<file path="config.mk">
export PLATFORM = sky130hd
export DESIGN_NAME = pc_fetch_unit_flat
export DESIGN_NICKNAME = d
export VERILOG_FILES = /design/src/rtl/pc_fetch_if.sv /design/src/rtl/pc_fetch_unit.sv /design/src/flat_wrapper.sv
export SDC_FILE = /design/constraint.sdc
export NUM_CORES = 1
export LEC_CHECK = 0
export CAP_MARGIN = 10
export CORE_MARGIN = 5
export CORE_UTILIZATION = 43
export DETAILED_ROUTE_END_ITERATION = 10
export HOLD_SLACK_MARGIN = 0.05
export PLACE_DENSITY = 0.84
export SYNTH_ARGS = -nofsm -noshare
export SYNTH_HDL_FRONTEND = slang
export SYNTH_SLANG_ARGS = --single-unit
export TNS_END_PERCENT = 100
</file>
<file path="constraint.sdc">
create_clock -name clk -period 4.65 [get_ports clk]
set_input_delay 0.93 -clock clk [delete_from_list [all_inputs] [get_ports clk]]
set_output_delay 0.93 -clock clk [all_outputs]
set_load 0.01 [all_outputs]
</file>
<file path="src/rtl/pc_fetch_if.sv">
// Fetch-unit signal bundle: PC load controls, memory fetch handshake and IR/PC results.
// master = fetch unit side, slave = control FSM / memory side.
interface pc_fetch_if;
   logic        fetch_start;
   logic        LD_PC;
   logic [1:0]  PCMUX;
   logic [15:0] PCFromBus;
   logic [15:0] PCFromAdder;
   logic        mem_req;
   logic [15:0] mem_addr;
   logic        mem_ack;
   logic [15:0] mem_rdata;
   logic [15:0] IR;
   logic        ir_valid;
   logic        fetch_err;
   logic        busy;
   logic [15:0] ADDR1FromPC;

   modport master (
      input  fetch_start, LD_PC, PCMUX, PCFromBus, PCFromAdder, mem_ack, mem_rdata,
      output mem_req, mem_addr, IR, ir_valid, fetch_err, busy, ADDR1FromPC
   );

   modport slave (
      output fetch_start, LD_PC, PCMUX, PCFromBus, PCFromAdder, mem_ack, mem_rdata,
      input  mem_req, mem_addr, IR, ir_valid, fetch_err, busy, ADDR1FromPC
   );
endinterface

</file>
<file path="src/rtl/pc_fetch_unit.sv">
// LC-3 program counter and instruction-fetch sequencer: req/ack fetch at PC, latches IR,
// updates PC through PCMUX, defers PC loads that arrive mid-fetch into a one-entry pending slot.
module pc_fetch_unit #(
   parameter logic [15:0] PC_RESET = 16'h3000,
   parameter int unsigned TIMEOUT  = 255
) (
   input logic       clk,
   input logic       rst_n,
   pc_fetch_if.master bus
);

   typedef enum logic [1:0] {
      ST_IDLE = 2'b00,
      ST_REQ  = 2'b01,
      ST_DONE = 2'b10
   } state_t;

   localparam logic [7:0] TO_LAST = 8'(TIMEOUT - 1);

   state_t      state_r;
   logic [15:0] pc_r;
   logic [15:0] ir_r;
   logic [15:0] pend_r;
   logic        pend_v_r;
   logic [7:0]  cnt_r;
   logic        mem_req_r;
   logic        ir_valid_r;
   logic        fetch_err_r;

   logic [15:0] pc_inc_s;
   logic [15:0] sel_s;
   logic        ld_take_s;

   // PCMUX source selection; the reserved code holds the current PC
   always_comb begin
      pc_inc_s  = pc_r + 16'd1;
      ld_take_s = bus.LD_PC && (bus.PCMUX != 2'b11);
      sel_s     = pc_r;
      case (bus.PCMUX)
         2'b00:   sel_s = pc_inc_s;
         2'b01:   sel_s = bus.PCFromBus;
         2'b10:   sel_s = bus.PCFromAdder;
         default: sel_s = pc_r;
      endcase
   end

   // Fetch FSM with PC, IR, pending-load and wait-counter state
   always_ff @(posedge clk or negedge rst_n) begin
      if (!rst_n) begin
         state_r     <= ST_IDLE;
         pc_r        <= PC_RESET;
         ir_r        <= 16'h0000;
         pend_r      <= 16'h0000;
         pend_v_r    <= 1'b0;
         cnt_r       <= 8'd0;
         mem_req_r   <= 1'b0;
         ir_valid_r  <= 1'b0;
         fetch_err_r <= 1'b0;
      end else begin
         ir_valid_r  <= 1'b0;
         fetch_err_r <= 1'b0;
         case (state_r)
            ST_IDLE, ST_DONE: begin
               if (bus.LD_PC) begin
                  pc_r <= sel_s;
               end
               if (bus.fetch_start) begin
                  state_r   <= ST_REQ;
                  mem_req_r <= 1'b1;
                  cnt_r     <= 8'd0;
               end else begin
                  state_r   <= ST_IDLE;
                  mem_req_r <= 1'b0;
               end
            end
            ST_REQ: begin
               // PC stays frozen while mem_addr must be stable; loads land only on exit
               if (bus.mem_ack || (cnt_r == TO_LAST)) begin
                  if (ld_take_s) begin
                     pc_r <= sel_s;
                  end else if (pend_v_r) begin
                     pc_r <= pend_r;
                  end else if (bus.mem_ack) begin
                     pc_r <= pc_inc_s;
                  end
                  pend_v_r  <= 1'b0;
                  mem_req_r <= 1'b0;
                  if (bus.mem_ack) begin
                     ir_r       <= bus.mem_rdata;
                     ir_valid_r <= 1'b1;
                     state_r    <= ST_DONE;
                  end else begin
                     fetch_err_r <= 1'b1;
                     state_r     <= ST_IDLE;
                  end
               end else begin
                  cnt_r <= cnt_r + 8'd1;
                  if (ld_take_s) begin
                     pend_r   <= sel_s;
                     pend_v_r <= 1'b1;
                  end
               end
            end
            default: begin
               state_r   <= ST_IDLE;
               mem_req_r <= 1'b0;
               pend_v_r  <= 1'b0;
            end
         endcase
      end
   end

   assign bus.mem_req     = mem_req_r;
   assign bus.mem_addr    = pc_r;
   assign bus.ADDR1FromPC = pc_r;
   assign bus.IR          = ir_r;
   assign bus.ir_valid    = ir_valid_r;
   assign bus.fetch_err   = fetch_err_r;
   assign bus.busy        = (state_r == ST_REQ);

endmodule

</file>
<file path="src/flat_wrapper.sv">
// flat-port wrapper written by rule: the top's interface ports become plain ports
module pc_fetch_unit_flat 
#(
   parameter logic [15:0] PC_RESET = 16'h3000,
   parameter int unsigned TIMEOUT  = 255
)
  (clk, rst_n, bus_fetch_start, bus_LD_PC, bus_PCMUX, bus_PCFromBus, bus_PCFromAdder, bus_mem_ack, bus_mem_rdata, bus_mem_req, bus_mem_addr, bus_IR, bus_ir_valid, bus_fetch_err, bus_busy, bus_ADDR1FromPC);
  pc_fetch_if bus_i ();
  input logic clk;
  input logic rst_n;
  input wire logic [$bits(bus_i.fetch_start)-1:0] bus_fetch_start;
  input wire logic [$bits(bus_i.LD_PC)-1:0] bus_LD_PC;
  input wire logic [$bits(bus_i.PCMUX)-1:0] bus_PCMUX;
  input wire logic [$bits(bus_i.PCFromBus)-1:0] bus_PCFromBus;
  input wire logic [$bits(bus_i.PCFromAdder)-1:0] bus_PCFromAdder;
  input wire logic [$bits(bus_i.mem_ack)-1:0] bus_mem_ack;
  input wire logic [$bits(bus_i.mem_rdata)-1:0] bus_mem_rdata;
  output wire logic [$bits(bus_i.mem_req)-1:0] bus_mem_req;
  output wire logic [$bits(bus_i.mem_addr)-1:0] bus_mem_addr;
  output wire logic [$bits(bus_i.IR)-1:0] bus_IR;
  output wire logic [$bits(bus_i.ir_valid)-1:0] bus_ir_valid;
  output wire logic [$bits(bus_i.fetch_err)-1:0] bus_fetch_err;
  output wire logic [$bits(bus_i.busy)-1:0] bus_busy;
  output wire logic [$bits(bus_i.ADDR1FromPC)-1:0] bus_ADDR1FromPC;
  assign bus_i.fetch_start = bus_fetch_start;
  assign bus_i.LD_PC = bus_LD_PC;
  assign bus_i.PCMUX = bus_PCMUX;
  assign bus_i.PCFromBus = bus_PCFromBus;
  assign bus_i.PCFromAdder = bus_PCFromAdder;
  assign bus_i.mem_ack = bus_mem_ack;
  assign bus_i.mem_rdata = bus_mem_rdata;
  assign bus_mem_req = bus_i.mem_req;
  assign bus_mem_addr = bus_i.mem_addr;
  assign bus_IR = bus_i.IR;
  assign bus_ir_valid = bus_i.ir_valid;
  assign bus_fetch_err = bus_i.fetch_err;
  assign bus_busy = bus_i.busy;
  assign bus_ADDR1FromPC = bus_i.ADDR1FromPC;
  pc_fetch_unit #(.PC_RESET(PC_RESET), .TIMEOUT(TIMEOUT)) u_core (.clk(clk), .rst_n(rst_n), .bus(bus_i));
endmodule
</file>
==> results.ini, run 1 <==
[finish]
layout_common_cells = clkdlybuf4s50_1, dfrtp_1, nand2_1, o21ai_0, nor2_1
syn2layout_area_growth_pct = 30.5
fillers = 740
layout-drive-gt1-share_pct = 14.4
mostFrequentLayoutCell = clkdlybuf4s50_1
nets = 517
diodes = 0
final_util_pct = 57.1

[synthesis]
yosysWarnings = 0
synth-seq-cells = 61
ys.flop_type = dfrtp_1
syn-num-nets = 437
synth_largest_area_cell = dfrtp_1
yosysSeqAreaShare_pct = 40.4
syn_inst = 379
ys_types = 64
synthesis.area_sq_um = 3780
async_flop_share_pct = 100
synth_area_leaders = dfrtp_1, mux2_2, buf_4
synth_edf_count = 0
synth_top_area_share_pct = 39.0
syn_area_per_cell_sq_um = 9.98

[floorplan]
design.portCount = 107
fp.dieW_microns = 104
initial_core_util_pct = 43.8
fp.dieH_microns = 104
core-area_sq_um = 8640
die_area_sq_um = 10800
fp-row-count = 34

[power_and_ir_drop]
p_clk_share_pct = 17.5
cellLeakagePower_nw = 2.00
share_comb_of_total_power_pct = 45.1
p_per_area_nw_per_um2 = 540
switchingPower_mw = 1.03
intPower_mw = 1.64
seq_power_share_pct = 37.4
switching_share_pct = 38.6
ir_drop_uv = 296
finalPower_mw = 2.67

[route]
vias = 3322
first_pass_iters = 6
drt_iter0_drc = 277
post_drt_wl_per_cell_microns = 17.9
wl_microns = 10200
ant_nets = 0
vias_per_cell = 5.81
drc = 0

[setup_path]
crit_chain = clkdlybuf4s50_1 > a21boi_2 > a221oi_2 > or2_1 > nor2_1 > a221oi_1
cpMaxStageDelayCell = clkdlybuf4s50_1
crit_fanout = 14
critPathKind = input port to flop
slowest_delay_ns = 0.74
arrival_ns = 3.18
cp-end-kind = flop
start_kind = input port
cp_data_required_time_ns = 4.88

[global_route]
grt_max_degree = 45
overflow = 0
grt_pass1_vias = 3452
antenna_found_initial = 0
grt_pass1_wl_microns = 16700
grt_usage_pct = 18.8

[sta]
relSlewSlack_pct = 40.7
finalSetupTns_ns = 0
final_max_slew_viol_count = 0
fmax_ghz = 0.339
fin_skew_ns = 0.00986
worst_slew_pin_slew_ns = 0.887
setup_viol = 0
finalCriticalPeriod_ns = 2.95
fin_hold_ws_ns = 0.483
period_share_pct = 63.4
rsz0062_at_grt = false
hold_viol = 0

[clock_network]
cts_setup_buffers = 0
clkSinkCount = 61
cts_tree = built
cts_root_buffer = clkbuf_8
numCtsBuffers = 9
cts_hold_buf = 0
clockBufferDepth = 2
h-tree-depth = 3
insertion_delay_ns = 0.34
cts_resized = 0
clk_pin_slew_ns = 0.07

[worst_hold_path]
hold_path_class = flop to flop

[run_status]
outcome = finished clean

[placed_design]
hpwl_microns = 7570
port_buffers = 106
gp_congestion = 0.870

[job]
cap_violations = 0

Yosys cell counts, types with 2 or more instances:
cell type and count:
o211ai_1 3, and3_1 3, a21o_1 4, nor2b_1 4, a221oi_1 4, or2_2 2, clkbuf_1 6, a222oi_1 3
dfstp_2 2, or2_1 2, mux4_2 5, nand2_1 33, nand4_1 6, a211o_1 5, xnor2_1 10, nand2b_1 5
a21oi_1 7, nand4_4 2, buf_6 2, nor2_1 27, o21ai_1 2, nor3b_1 2, inv_1 10, nand3_1 13
mux2i_1 11, buf_4 20, o311ai_0 2, a211oi_1 3, a22oi_1 3, xor2_1 6, o22a_1 2, mux2_2 22
nor4_1 2, o31ai_1 2, dfrtp_1 59, buf_2 12, a311oi_1 2, o22ai_1 2, ha_1 3, o221ai_1 4
nor3_1 7, o21ai_0 30, and2_1 3, a221oi_2 2
per-layer routing:
| layer | vias to the layer above | share of wire (%) | GRT usage [%] |
|---|---|---|---|
| li1 | 1527 | - | - |
| met4 | 0 | 2.8 | 7.59 |
| met2 | 169 | 49 | 31.0 |
| met3 | 28 | 9.2 | 6.09 |
| met1 | 1598 | 39 | 22.8 |
| met5 | - | 0 | 0 |
critical path: cells and delay by family:
family	cells	cell delay (ns)
AOI/OAI and AO/OA	3	0.80
buffers and inverters	1	0.74
and+or+nand+nor	2	0.70
per-stage QoR:
| step | cells | worst slack, ns | cell area [sq um] |
|---|---|---|---|
| finish | 572 | 1.70 | 4930 |
| global route | 572 | 1.60 | 4930 |
| CTS | 572 | 1.74 | 4930 |
| detailed placement | 556 | 1.39 | 4740 |
| global placement | 556 | 1.47 | 4740 |
| floorplan | 379 | 2.38 | 3780 |
final timing paths:
kind / startpoint / slack [ns] / end / cells past startpoint
max in group asynchronous: rst_n / 3.25 / u_core.bus.ADDR1FromPC[12] / 2
worst min register to register: u_core.pend_r[3] / 0.48 / u_core.pend_r[3] / 2
worst max register to register: u_core.bus.ADDR1FromPC[0] / 2.28 / u_core.bus.ADDR1FromPC[14] / 6
worst max-delay path: bus_PCMUX[1] / 1.70 / u_core.bus.ADDR1FromPC[5] / 6
worst min-delay path: u_core.pend_r[3] / 0.48 / u_core.pend_r[3] / 2
min in group asynchronous: rst_n / 0.51 / u_core.bus.IR[15] / 1
cell type report:
type / instances / area (sq um) / area share [%]
multi-input combinational: 267 / 1950 / 39.6
clock buffer: 10 / 128 / 2.59
tap: 108 / 135 / 2.74
inverter: 10 / 37.5 / 0.761
clock inverter: 6 / 63.8 / 1.29
sequential: 61 / 1530 / 31.0
timing repair buffer: 110 / 1090 / 22.0
flip-flops by register name, summed over array words and instances, names as in the netlist:
signal                  count
u_core.bus.IR              16
u_core.pend_r              16
u_core.pend_v_r             1
u_core.state_r              1
u_core.bus.fetch_err        1
u_core.bus.mem_req          1
u_core.cnt_r                8
u_core.bus.ADDR1FromPC     16
u_core.bus.ir_valid         1
cells by family (layout without fill, tap and decap cells):
logic type	Yosys count	count (layout)	share of synthesized area, %
fa+ha+maj	3	3	0.993
compound gates	87	87	16.7
xor+xnor	16	16	3.71
simple gates	122	122	17.5
flops	61	61	40.4
buf+inv	51	136	7.88
mux	39	39	12.8
power groups by stage:
stage                     clock, mW  sequential, mW  combinational [mW]
after floorplan                   0           0.960               0.741
after global placement            0           0.988                1.17
after detailed placement          0            1.00                1.20
after CTS                     0.471           0.994                1.21
after global routing          0.495            1.03                1.30
final                         0.465           0.998                1.20
(Power assumes the default switching activity.)
==> inputs of run 2 (changes only) <==
- PLACE_DENSITY: 0.84 -> 0.87
- clock period: 4.65 -> 2.71 ns (I/O delays scaled with it)
==> run 2 against run 1 <==
  * Via count is 0.63% higher
  * Combinational power increased by 77%
  * Worst setup slack got worse by 1.3 ns
==> results.ini, run 2 (synthesized netlist as in run 1, its figures left out) <==
[power_and_ir_drop]
p_per_area_nw_per_um2 = 933  ; +73%
cellLeakagePower_nw = 2.10  ; +4.7%
finalPower_mw = 4.76  ; +78%
ir_drop_uv = 442  ; +49%

[sta]
finalCriticalPeriod_ns = 2.35
final_max_slew_viol_count = 0  ; unchanged
fmax_ghz = 0.425
relSlewSlack_pct = 50.4  ; +9.7 points
setup_viol = 0  ; unchanged
finalSetupTns_ns = 0  ; unchanged
worst_slew_pin_slew_ns = 0.744  ; -0.143 ns
rsz0062_at_grt = false
period_share_pct = 86.8
hold_viol = 0  ; unchanged
fin_skew_ns = 0.0129  ; +0.00307 ns

[finish]
nets = 530  ; +2.5%
layout-drive-gt1-share_pct = 16.8  ; +2.4 points
diodes = 0  ; unchanged
mostFrequentLayoutCell = clkdlybuf4s50_1
layout_common_cells = clkdlybuf4s50_1, dfrtp_1, nand2_1, o21ai_0, nor2_1
fillers = 723  ; -2.3%
syn2layout_area_growth_pct = 34.8

[setup_path]
cp_num_buf_inv = 0  ; -1
slowest_delay_ns = 0.52  ; -0.22 ns
worstRegToRegCells = 6  ; unchanged
cp_num_cells = 6  ; unchanged
cp_data_required_time_ns = 2.91  ; -1.97 ns
start_kind = flop
crit_chain = ha_1 > nand4_1 > nor2_1 > xnor2_1 > a222oi_1 > o21ai_0
crit_fanout = 8  ; -6
cpMaxStageDelayCell = dfrtp_1
cp-end-kind = flop
arrival_ns = 2.55  ; -0.63 ns
critPathKind = flop to flop
path_delay_family = compound AO/OA/AOI/OAI gates

[global_route]
antenna_found_initial = 0  ; unchanged
grt_pass1_vias = 3592  ; +4.1%
grt_max_degree = 37  ; -18%
overflow = 0  ; unchanged
grt_usage_pct = 20.0  ; +1.1 points
grt_pass1_wl_microns = 17800  ; +6.9%

[worst_hold_path]
hold_path_class = input port to asynchronous set/reset pin

[clock_network]
cts_hold_buf = 0  ; unchanged
cts_setup_buffers = 0  ; unchanged
insertion_delay_ns = 0.34  ; about the same
cts_root_buffer = clkbuf_8
clk_pin_slew_ns = 0.07  ; about the same
cts_resized = 0  ; unchanged
numCtsBuffers = 9  ; unchanged
clkSinkCount = 61  ; unchanged
h-tree-depth = 3  ; unchanged
cts_tree = built
clockBufferDepth = 2  ; unchanged

[floorplan]
fp.dieW_microns = 104  ; unchanged
core-area_sq_um = 8640  ; unchanged
die_area_sq_um = 10800  ; unchanged
design.portCount = 107  ; unchanged
fp-row-count = 34  ; unchanged
fp.dieH_microns = 104  ; unchanged
initial_core_util_pct = 43.8  ; unchanged

[route]
first_pass_iters = 5  ; -1
drt_iter0_drc = 205  ; -26%
post_drt_wl_per_cell_microns = 18.2  ; +1.4%
vias_per_cell = 5.72  ; -1.4%
wl_microns = 10600  ; +3.5%
drc = 0  ; unchanged
ant_nets = 0  ; unchanged
vias = 3343  ; +0.63%

[placed_design]
gp_congestion = 0.940  ; +8.0%
port_buffers = 106  ; unchanged
hpwl_microns = 8000  ; +5.8%

[job]
cap_violations = 0  ; unchanged

[run_status]
outcome = finished clean

[run 2: changes by cell type in the layout (fill, tap and decap cells not counted), moves of 2 or more]
cell / previous run / this run
buf_12: 0 / 2
buf_4: 4 / 15
clkbuf_8: 9 / 12
clkinv_2: 2 / 0
[run 2: cell type report]
class / instances / area [sq um] / area share (%)
Timing Repair Buffer: 123 / 1210 / 23.7
Multi-Input combinational cell: 267 / 1950 / 38.3
Inverter: 10 / 37.5 / 0.736
Sequential cell: 61 / 1530 / 30.0
Tap cell: 108 / 135 / 2.65
Clock inverter: 3 / 67.6 / 1.33
Clock buffer: 12 / 165 / 3.24
[run 2: metal layers]
layer	vias to the layer above	wire [microns]	track usage [%]
met1	1631	4200	23.9
met4	0	252	6.75
met2	138	5460	34.6
met3	23	687	5.22
met5	-	0	0
li1	1551	-	-
[run 2: final timing paths]
check | from | slack (ns) | to
worst max register to register | u_core.bus.ADDR1FromPC[1] | 0.36 | u_core.pend_r[8]
max in group asynchronous | rst_n | 1.83 | u_core.bus.ADDR1FromPC[12]
min in group clk | u_core.pend_r[5] | 0.49 | u_core.pend_r[5]
worst min register to register | u_core.pend_r[5] | 0.49 | u_core.pend_r[5]
worst min-delay path | rst_n | 0.21 | u_core.pend_r[3]
worst max-delay path | u_core.bus.ADDR1FromPC[1] | 0.36 | u_core.pend_r[8]
[run 2: stage by stage]
| step | setup slack (ns) | hold WS, ns | instance area (sq um) | instances | utilization, % |
|---|---|---|---|---|---|
| after floorplan | 0.718 | 0.246 | 3780 | 379 | - |
| after global placement | 0.334 | 0.461 | 4860 | 569 | 56.3 |
| after detailed placement | 0.219 | 0.471 | 4860 | 569 | 56.3 |
| after CTS | 0.389 | 0.228 | 5100 | 584 | 59.0 |
| after global routing | 0.245 | 0.274 | 5100 | 584 | 59.0 |
| final | 0.359 | 0.212 | 5100 | 584 | 59.0 |
[run 2: worst reg2reg max path, cell delays in order (launching register included)]
cell and delay (ns):
dfrtp_1 0.52, ha_1 0.32, nand4_1 0.28, nor2_1 0.28, xnor2_1 0.15, a222oi_1 0.49
o21ai_0 0.18
[run 2: where the power goes]
part | switching (mW) | total, mW | internal, mW
clock network | 0.358 | 0.946 | 0.588
logic | 0.947 | 2.12 | 1.17
registers | 0.441 | 1.69 | 1.25
total | 1.75 | 4.76 | 3.01
